## src/rtl/sensor_sched_pkg.sv

```systemverilog
// sensor_sched_pkg: shared command codes, address base and FSM state encoding for sensor_poll_scheduler
package sensor_sched_pkg;
  localparam logic [7:0] CMD_STAT   = 8'h31;
  localparam logic [7:0] CMD_TEMP   = 8'h32;
  localparam logic [7:0] CMD_UMID   = 8'h33;
  localparam logic [7:0] CMD_TC_ON  = 8'h34;
  localparam logic [7:0] CMD_UC_ON  = 8'h35;
  localparam logic [7:0] CMD_TC_OFF = 8'h36;
  localparam logic [7:0] CMD_UC_OFF = 8'h37;
  localparam logic [7:0] ADDR_BASE  = 8'h31;
  typedef enum logic [3:0] {
    S_IDLE         = 4'd0,
    S_ISSUE        = 4'd1,
    S_WAIT_SENSOR  = 4'd2,
    S_WAIT_DECODER = 4'd3
  } state_t;
endpackage

```

## src/rtl/rr_arbiter16.sv

```systemverilog
// rr_arbiter16: combinational round-robin pick over 16 slots, searching from the slot after last
// Ports: req (request mask), last (previously granted slot), gnt (one-hot grant, 0 if no request), idx (granted slot)
module rr_arbiter16 (
  input  logic [15:0] req,
  input  logic [3:0]  last,
  output logic [15:0] gnt,
  output logic [3:0]  idx
);
  // Scan from farthest to nearest so the nearest requesting slot after last wins.
  always_comb begin
    idx = last;
    for (int k = 16; k >= 1; k--) idx = req[last + 4'(k)] ? last + 4'(k) : idx;
    gnt = {15'b0, |req} << idx;
  end
endmodule

```

## src/rtl/sensor_poll_scheduler.sv

```systemverilog
// sensor_poll_scheduler: serialises one-shot and round-robin continuous accesses to eight DHT sensor interfaces
// Inputs : clk, rst (sync, active high), data_received/data (command strobe), done_sensors, data_sensors,
//          response_sensors, done_decoder
// Outputs: en_sensors, command_sensor, address_sensor, data_sensor_o, response_sensor_o, en_decoder_o,
//          cmd_dropped, cmd_invalid, state_o
// Macro  : SENSOR_TIMEOUT_EN adds a WAIT_SENSOR cycle limit (TIMEOUT_CYC) answered with TIMEOUT_RESP
module sensor_poll_scheduler
  import sensor_sched_pkg::*;
#(
  parameter logic [31:0] POLL_GAP     = 32'd50_000_000
`ifdef SENSOR_TIMEOUT_EN
  ,
  parameter logic [31:0] TIMEOUT_CYC  = 32'd100_000_000,
  parameter logic [7:0]  TIMEOUT_RESP = 8'h1F
`endif
) (
  input  logic        clk,
  input  logic        rst,
  input  logic        data_received,
  input  logic [15:0] data,
  input  logic [7:0]  done_sensors,
  input  logic [63:0] data_sensors,
  input  logic [47:0] response_sensors,
  input  logic        done_decoder,
  output logic [7:0]  en_sensors,
  output logic [7:0]  command_sensor,
  output logic [7:0]  address_sensor,
  output logic [7:0]  data_sensor_o,
  output logic [7:0]  response_sensor_o,
  output logic        en_decoder_o,
  output logic        cmd_dropped,
  output logic        cmd_invalid,
  output logic [3:0]  state_o
);
  state_t state, state_d;
  logic pend_v, cont, take_pend, cmd_ok, one_shot, mask_op, cont_go, store, sens_done, dec_done, tmo;
  logic [15:0] pend, req, gnt;
  logic [7:0] temp_mask, umid_mask, p_cmd, p_addr;
  logic [3:0] last, gnt_idx;
  logic [2:0] idx, p_idx;
  logic [31:0] gap;
  assign p_cmd     = pend[15:8];
  assign p_addr    = pend[7:0];
  assign p_idx     = p_addr[2:0] - 3'd1;
  assign take_pend = state == S_IDLE && pend_v;
  assign cmd_ok    = p_addr >= ADDR_BASE && p_addr <= ADDR_BASE + 8'd7 && p_cmd >= CMD_STAT && p_cmd <= CMD_UC_OFF;
  assign one_shot  = take_pend && cmd_ok && p_cmd <= CMD_UMID;
  assign mask_op   = take_pend && cmd_ok && p_cmd >= CMD_TC_ON;
  assign cont_go   = state == S_IDLE && !pend_v && |gnt && gap == '0;
  // A strobe may refill the pending slot in the same cycle it is consumed.
  assign store     = data_received && (!pend_v || take_pend);
  assign sens_done = state == S_WAIT_SENSOR && done_sensors[idx];
  // The cycle carrying en_decoder_o never counts as the decoder's completion.
  assign dec_done  = state == S_WAIT_DECODER && !en_decoder_o && done_decoder;
  assign en_sensors  = state == S_ISSUE ? 8'b1 << idx : 8'b0;
  assign cmd_dropped = data_received && !store;
  assign cmd_invalid = take_pend && !cmd_ok;
  assign state_o     = state;
  always_comb begin
    req = '0;
    for (int i = 0; i < 8; i++) req[2*i +: 2] = {umid_mask[i], temp_mask[i]};
  end
  rr_arbiter16 u_arb (.req(req), .last(last), .gnt(gnt), .idx(gnt_idx));
`ifdef SENSOR_TIMEOUT_EN
  logic [31:0] tcnt;
  assign tmo = state == S_WAIT_SENSOR && !done_sensors[idx] && tcnt == TIMEOUT_CYC - 32'd1;
  always_ff @(posedge clk) tcnt <= (rst || state != S_WAIT_SENSOR) ? '0 : tcnt + 32'd1;
`else
  assign tmo = 1'b0;
`endif
  always_comb begin
    state_d = state;
    state_d = (one_shot || cont_go) ? S_ISSUE :
              state == S_ISSUE      ? S_WAIT_SENSOR :
              (sens_done || tmo)    ? S_WAIT_DECODER :
              dec_done              ? S_IDLE : state;
  end
  always_ff @(posedge clk) begin
    if (rst) begin
      state             <= S_IDLE;
      pend_v            <= 1'b0;
      pend              <= '0;
      temp_mask         <= '0;
      umid_mask         <= '0;
      last              <= '0;
      gap               <= '0;
      idx               <= '0;
      cont              <= 1'b0;
      command_sensor    <= '0;
      address_sensor    <= '0;
      data_sensor_o     <= '0;
      response_sensor_o <= '0;
      en_decoder_o      <= 1'b0;
    end else begin
      state  <= state_d;
      pend_v <= store || (pend_v && !take_pend);
      if (store) pend <= data;
      if (mask_op) begin
        temp_mask[p_idx] <= p_cmd == CMD_TC_ON ? 1'b1 : p_cmd == CMD_TC_OFF ? 1'b0 : temp_mask[p_idx];
        umid_mask[p_idx] <= p_cmd == CMD_UC_ON ? 1'b1 : p_cmd == CMD_UC_OFF ? 1'b0 : umid_mask[p_idx];
      end
      if (one_shot) begin
        command_sensor <= p_cmd;
        address_sensor <= p_addr;
        idx            <= p_idx;
        cont           <= 1'b0;
      end else if (cont_go) begin
        command_sensor <= gnt_idx[0] ? CMD_UMID : CMD_TEMP;
        address_sensor <= ADDR_BASE + {5'b0, gnt_idx[3:1]};
        idx            <= gnt_idx[3:1];
        last           <= gnt_idx;
        cont           <= 1'b1;
      end
      if (sens_done) begin
        data_sensor_o     <= data_sensors[8*idx +: 8];
        response_sensor_o <= {2'b00, response_sensors[6*idx +: 6]};
      end
`ifdef SENSOR_TIMEOUT_EN
      else if (tmo) begin
        data_sensor_o     <= '0;
        response_sensor_o <= TIMEOUT_RESP;
      end
`endif
      en_decoder_o <= sens_done || tmo;
      gap <= (dec_done && cont) ? POLL_GAP : gap != '0 ? gap - 32'd1 : gap;
    end
  end
endmodule

```

## config.mk

```make
export PLATFORM = sky130hd
export DESIGN_NAME = sensor_poll_scheduler
export DESIGN_NICKNAME = d
export VERILOG_FILES = /design/src/rtl/sensor_sched_pkg.sv /design/src/rtl/rr_arbiter16.sv /design/src/rtl/sensor_poll_scheduler.sv
export SDC_FILE = /design/constraint.sdc
export NUM_CORES = 1
export LEC_CHECK = 0
export BUFFER_PORTS_ARGS = -buffer_cell sky130_fd_sc_hd__buf_2
export CAP_MARGIN = 25
export CORE_MARGIN = 4
export CORE_UTILIZATION = 40
export CTS_CLUSTER_SIZE = 14
export DETAILED_ROUTE_END_ITERATION = 16
export PLACE_DENSITY_LB_ADDON = 0.12
export SLEW_MARGIN = 30
export SYNTH_ARGS = -nofsm -noshare
export SYNTH_HDL_FRONTEND = slang
export SYNTH_SLANG_ARGS = --single-unit
```

## constraint.sdc

```tcl
create_clock -name clk -period 5 [get_ports clk]
set_input_delay 0.5 -clock clk [delete_from_list [all_inputs] [get_ports clk]]
set_output_delay 0.5 -clock clk [all_outputs]
set_load 0.02 [all_outputs]
```

==> flow_metrics.tcl <==
set metrics [dict create \
    fmaxAchievable_ghz 0.241 \
    antenna_cells 0 \
    dpl.hpwl_um 17900 \
    cts_setup_buffers 0 \
    setup_tns_ns 0 \
    antenna_found_initial 0 \
    pwr-share-comb_pct 30.0 \
    drive_gt1_share_pct 30.6 \
    yosys_warnings 0 \
    crit_path_start_kind "flip-flop" \
    endpoint_kind "flip-flop" \
    clockRootBuffer "clkbuf_16" \
    hold_viol 0 \
    syn-instance-count 811 \
    wl_um 23000 \
    synth-async-reset-ratio_pct 0 \
    powerDensity_nw_per_um2 294 \
    grtUsageTotal_pct 22.2 \
    p_int_uw 1750 \
    worstPathArrival_ns 4.42 \
    dp_cells 1183 \
    syn_area_per_cell_um2 9.21 \
    synth_area_um2 7470 \
    post_cts_resized 0 \
    chipWidth_um 145 \
    vias 6844 \
    finalSetupViolCount 0 \
    holdPathStages 3 \
    clkSinkCount 106 \
    synth_top_cell_area_share_pct 28.4 \
    switching_share_pct 32.5 \
    cts_buffers 9 \
    hold_class "input port to flip-flop" \
    cts.clk_slew.worst_paths_ns 0.07 \
    p_leak_uw 0.00352 \
    period_share_pct 82.9 \
    final_common_cell "buf_2" \
    pwr-share-clk_pct 28.5 \
    die_height_um 145 \
    num_rows 49 \
    syn2layout_area_growth_pct 18.2 \
    yosys-top-cells-area "dfxtp_1 28%, mux4_2 18%, mux2i_1 6.6%, nor2_1 5.3%, nand2_1 4.1%" \
    p_switching_uw 843 \
    report.final.slew_viol_count 0 \
    initial_utilization_pct 41.2 \
    grt_max_degree 63 \
    post_synth_num_cell_types 71 \
    grt_pass1_vias 6705 \
    post_drt_wl_per_cell_um 19.2 \
    stdcell_count 1199 \
    status "complete, no violations" \
    grt_pass1_wl_um 36000 \
    pre_cts_ws_ns 0.875 \
    h-tree-depth 3 \
    regToRegSetupSlack_ns 0.85 \
    cts_tree "done" \
    cp.required_ns 5.27 \
    clk_path_buf_depth 2 \
    ys.flop_type "dfxtp_1" \
    die_area_um2 20900 \
    min_period_ns 4.15 \
    yosysSeqAreaShare_pct 28.4 \
    clk_latency_ns 0.35 \
    port_buffers 182 \
    worstReg2RegEnd "address_sensor[2]$_SDFFE_PP0P_" \
    cp_max_fo 13 \
    peakVddDrop_uv 197 \
    slew_headroom_pct 38.6 \
    vias_per_cell 5.71 \
    drt-pass1-iter-count 5 \
    drtIter0Drc 633 \
    overflow 0 \
    cp-startpoint "last[0]$_SDFFE_PP0P_" \
    tightestPinTransition_ns 0.917 \
    critPathKind "flip-flop to flip-flop" \
    nets 1117 \
    yosys.area.top_type "dfxtp_1" \
    final_cell_mix "182 x buf_2, 105 x nor2_1, 105 x dfxtp_1, 81 x nand2_1, 60 x mux4_2" \
    clock-skew-final_ns 0.00978 \
    ioPinCount 187 \
    synth_edf_count 0 \
    rsz0062_at_grt "no" \
    postCtsHoldBufs 0 \
    seqPwrFrac_pct 41.6 \
    ant_nets 0 \
    ys_ff_latch 106 \
    setup_slack_ns 0.853 \
    core_um2 18100 \
    gp_congestion 0.943 \
    max-cap-violations 0 \
    setup.worst_path.end "address_sensor[2]$_SDFFE_PP0P_" \
    rr_worst_depth 11 \
    drc 0 \
    r2r-start "last[0]$_SDFFE_PP0P_" \
]
[worst max-delay path: stages, from the launching register on]
cell and delay [ns]:
dfxtp_1 0.34, clkinv_1 0.21, ha_1 0.49, buf_4 0.27
mux4_2 0.62, mux4_2 0.60, a2111o_1 0.41, o31ai_2 0.29
or2_2 0.17, ha_1 0.15, or4b_1 0.43, o211ai_1 0.09
[cells in the mapped netlist, types with 3 or more instances]
| cell type | instances |
|---|---|
| clkinv_1 | 3 |
| and3_1 | 8 |
| ha_1 | 12 |
| mux4_2 | 60 |
| xnor2_1 | 24 |
| or4_1 | 4 |
| nor3b_1 | 4 |
| nand2b_1 | 11 |
| a21o_1 | 4 |
| mux2i_1 | 49 |
| a21oi_1 | 58 |
| mux2_2 | 13 |
| nand4_1 | 3 |
| a211oi_1 | 24 |
| mux4_1 | 3 |
| nand2_1 | 81 |
| buf_2 | 6 |
| and2_1 | 9 |
| xor2_1 | 15 |
| a22oi_1 | 5 |
| buf_4 | 5 |
| dfxtp_1 | 106 |
| buf_6 | 5 |
| o211ai_1 | 5 |
| o21ai_0 | 10 |
| nor2_1 | 105 |
| nand3b_1 | 3 |
| nor3_1 | 22 |
| nand3_1 | 11 |
| nor2b_1 | 7 |
| inv_1 | 14 |
| a221oi_1 | 4 |
| o21ai_1 | 5 |
| nor4_1 | 15 |
| a31oi_1 | 8 |
| or2_2 | 4 |
| buf_1 | 3 |
| o31ai_1 | 3 |
| clkbuf_1 | 35 |
| or3_1 | 7 |
[power by group through the flow]
stage               Combinational (µW)  Sequential (µW)  Clock [µW]
floorplan                          623             1070           0
global placement                   776             1090           0
detailed placement                 783             1090           0
CTS                                790             1080         755
global route                       894             1100         784
finish                             777             1080         738
[area by class of cell]
class,count,area (µm²)
clock buffer,13,260
clock inverter,3,47.5
fill,1730,9320
inverter,17,63.8
multi-input combinational,636,5040
sequential,106,2120
tap,229,287
timing repair buffer,195,1010
[routing by layer]
metal | track usage, % | wire [µm]
met5 | 0 | 0
met4 | 8.64 | 746
met3 | 3.84 | 1470
met2 | 38.7 | 11600
met1 | 27.3 | 9240
[stage by stage]
| step | hold slack (ns) | power [µW] | utilization, % | area [µm²] |
|---|---|---|---|---|
| global placement | 0.431 | 1870 | 46.9 | 8510 |
| detailed placement | 0.439 | 1880 | 46.9 | 8510 |
| floorplan | 0.436 | 1690 | - | 7480 |
| finish | 0.379 | 2590 | 48.6 | 8830 |
| CTS | 0.366 | 2620 | 48.6 | 8820 |
| global route | 0.380 | 2780 | 48.6 | 8830 |
[worst min path at each step]
stage / slack [ns] / end / start
2_1_floorplan: 0.44 / pend[7]$_SDFFE_PP0P_ / pend[7]$_SDFFE_PP0P_
3_3_place_gp: 0.43 / address_sensor[5]$_SDFFE_PP0P_ / address_sensor[5]$_SDFFE_PP0P_
3_5_place_dp: 0.44 / command_sensor[4]$_SDFFE_PP0P_ / command_sensor[4]$_SDFFE_PP0P_
4_1_cts: 0.37 / pend[7]$_SDFFE_PP0P_ / data[7]
5_1_grt: 0.38 / pend[7]$_SDFFE_PP0P_ / data[7]
6_report: 0.38 / pend[7]$_SDFFE_PP0P_ / data[7]
[logic make-up (layout without fill, tap and decap cells)]
| kind of cell | Yosys count | in the layout | synth area share (%) |
|---|---|---|---|
| AO/OA/AOI/OAI | 152 | 152 | 13.3 |
| adder cells (fa/ha/maj) | 12 | 12 | 2.01 |
| XOR/XNOR | 40 | 40 | 4.79 |
| AND/OR/NAND/NOR | 302 | 302 | 19.0 |
| multiplexers | 126 | 126 | 28.0 |
| buffers and inverters | 72 | 228 | 4.49 |
| flip-flops | 106 | 106 | 28.4 |
| other | 1 | 4 | 0.0502 |
[sequential cells by signal (all words and copies together) (netlist names)]
register,cells
gap,32
pend,16
address_sensor,8
command_sensor,8
data_sensor_o,8
temp_mask,8
umid_mask,8
response_sensor_o,6
last,4
idx,3
state_o,2
cont,1
en_decoder_o,1
pend_v,1
No activity file was read; power rests on OpenSTA's default activity.
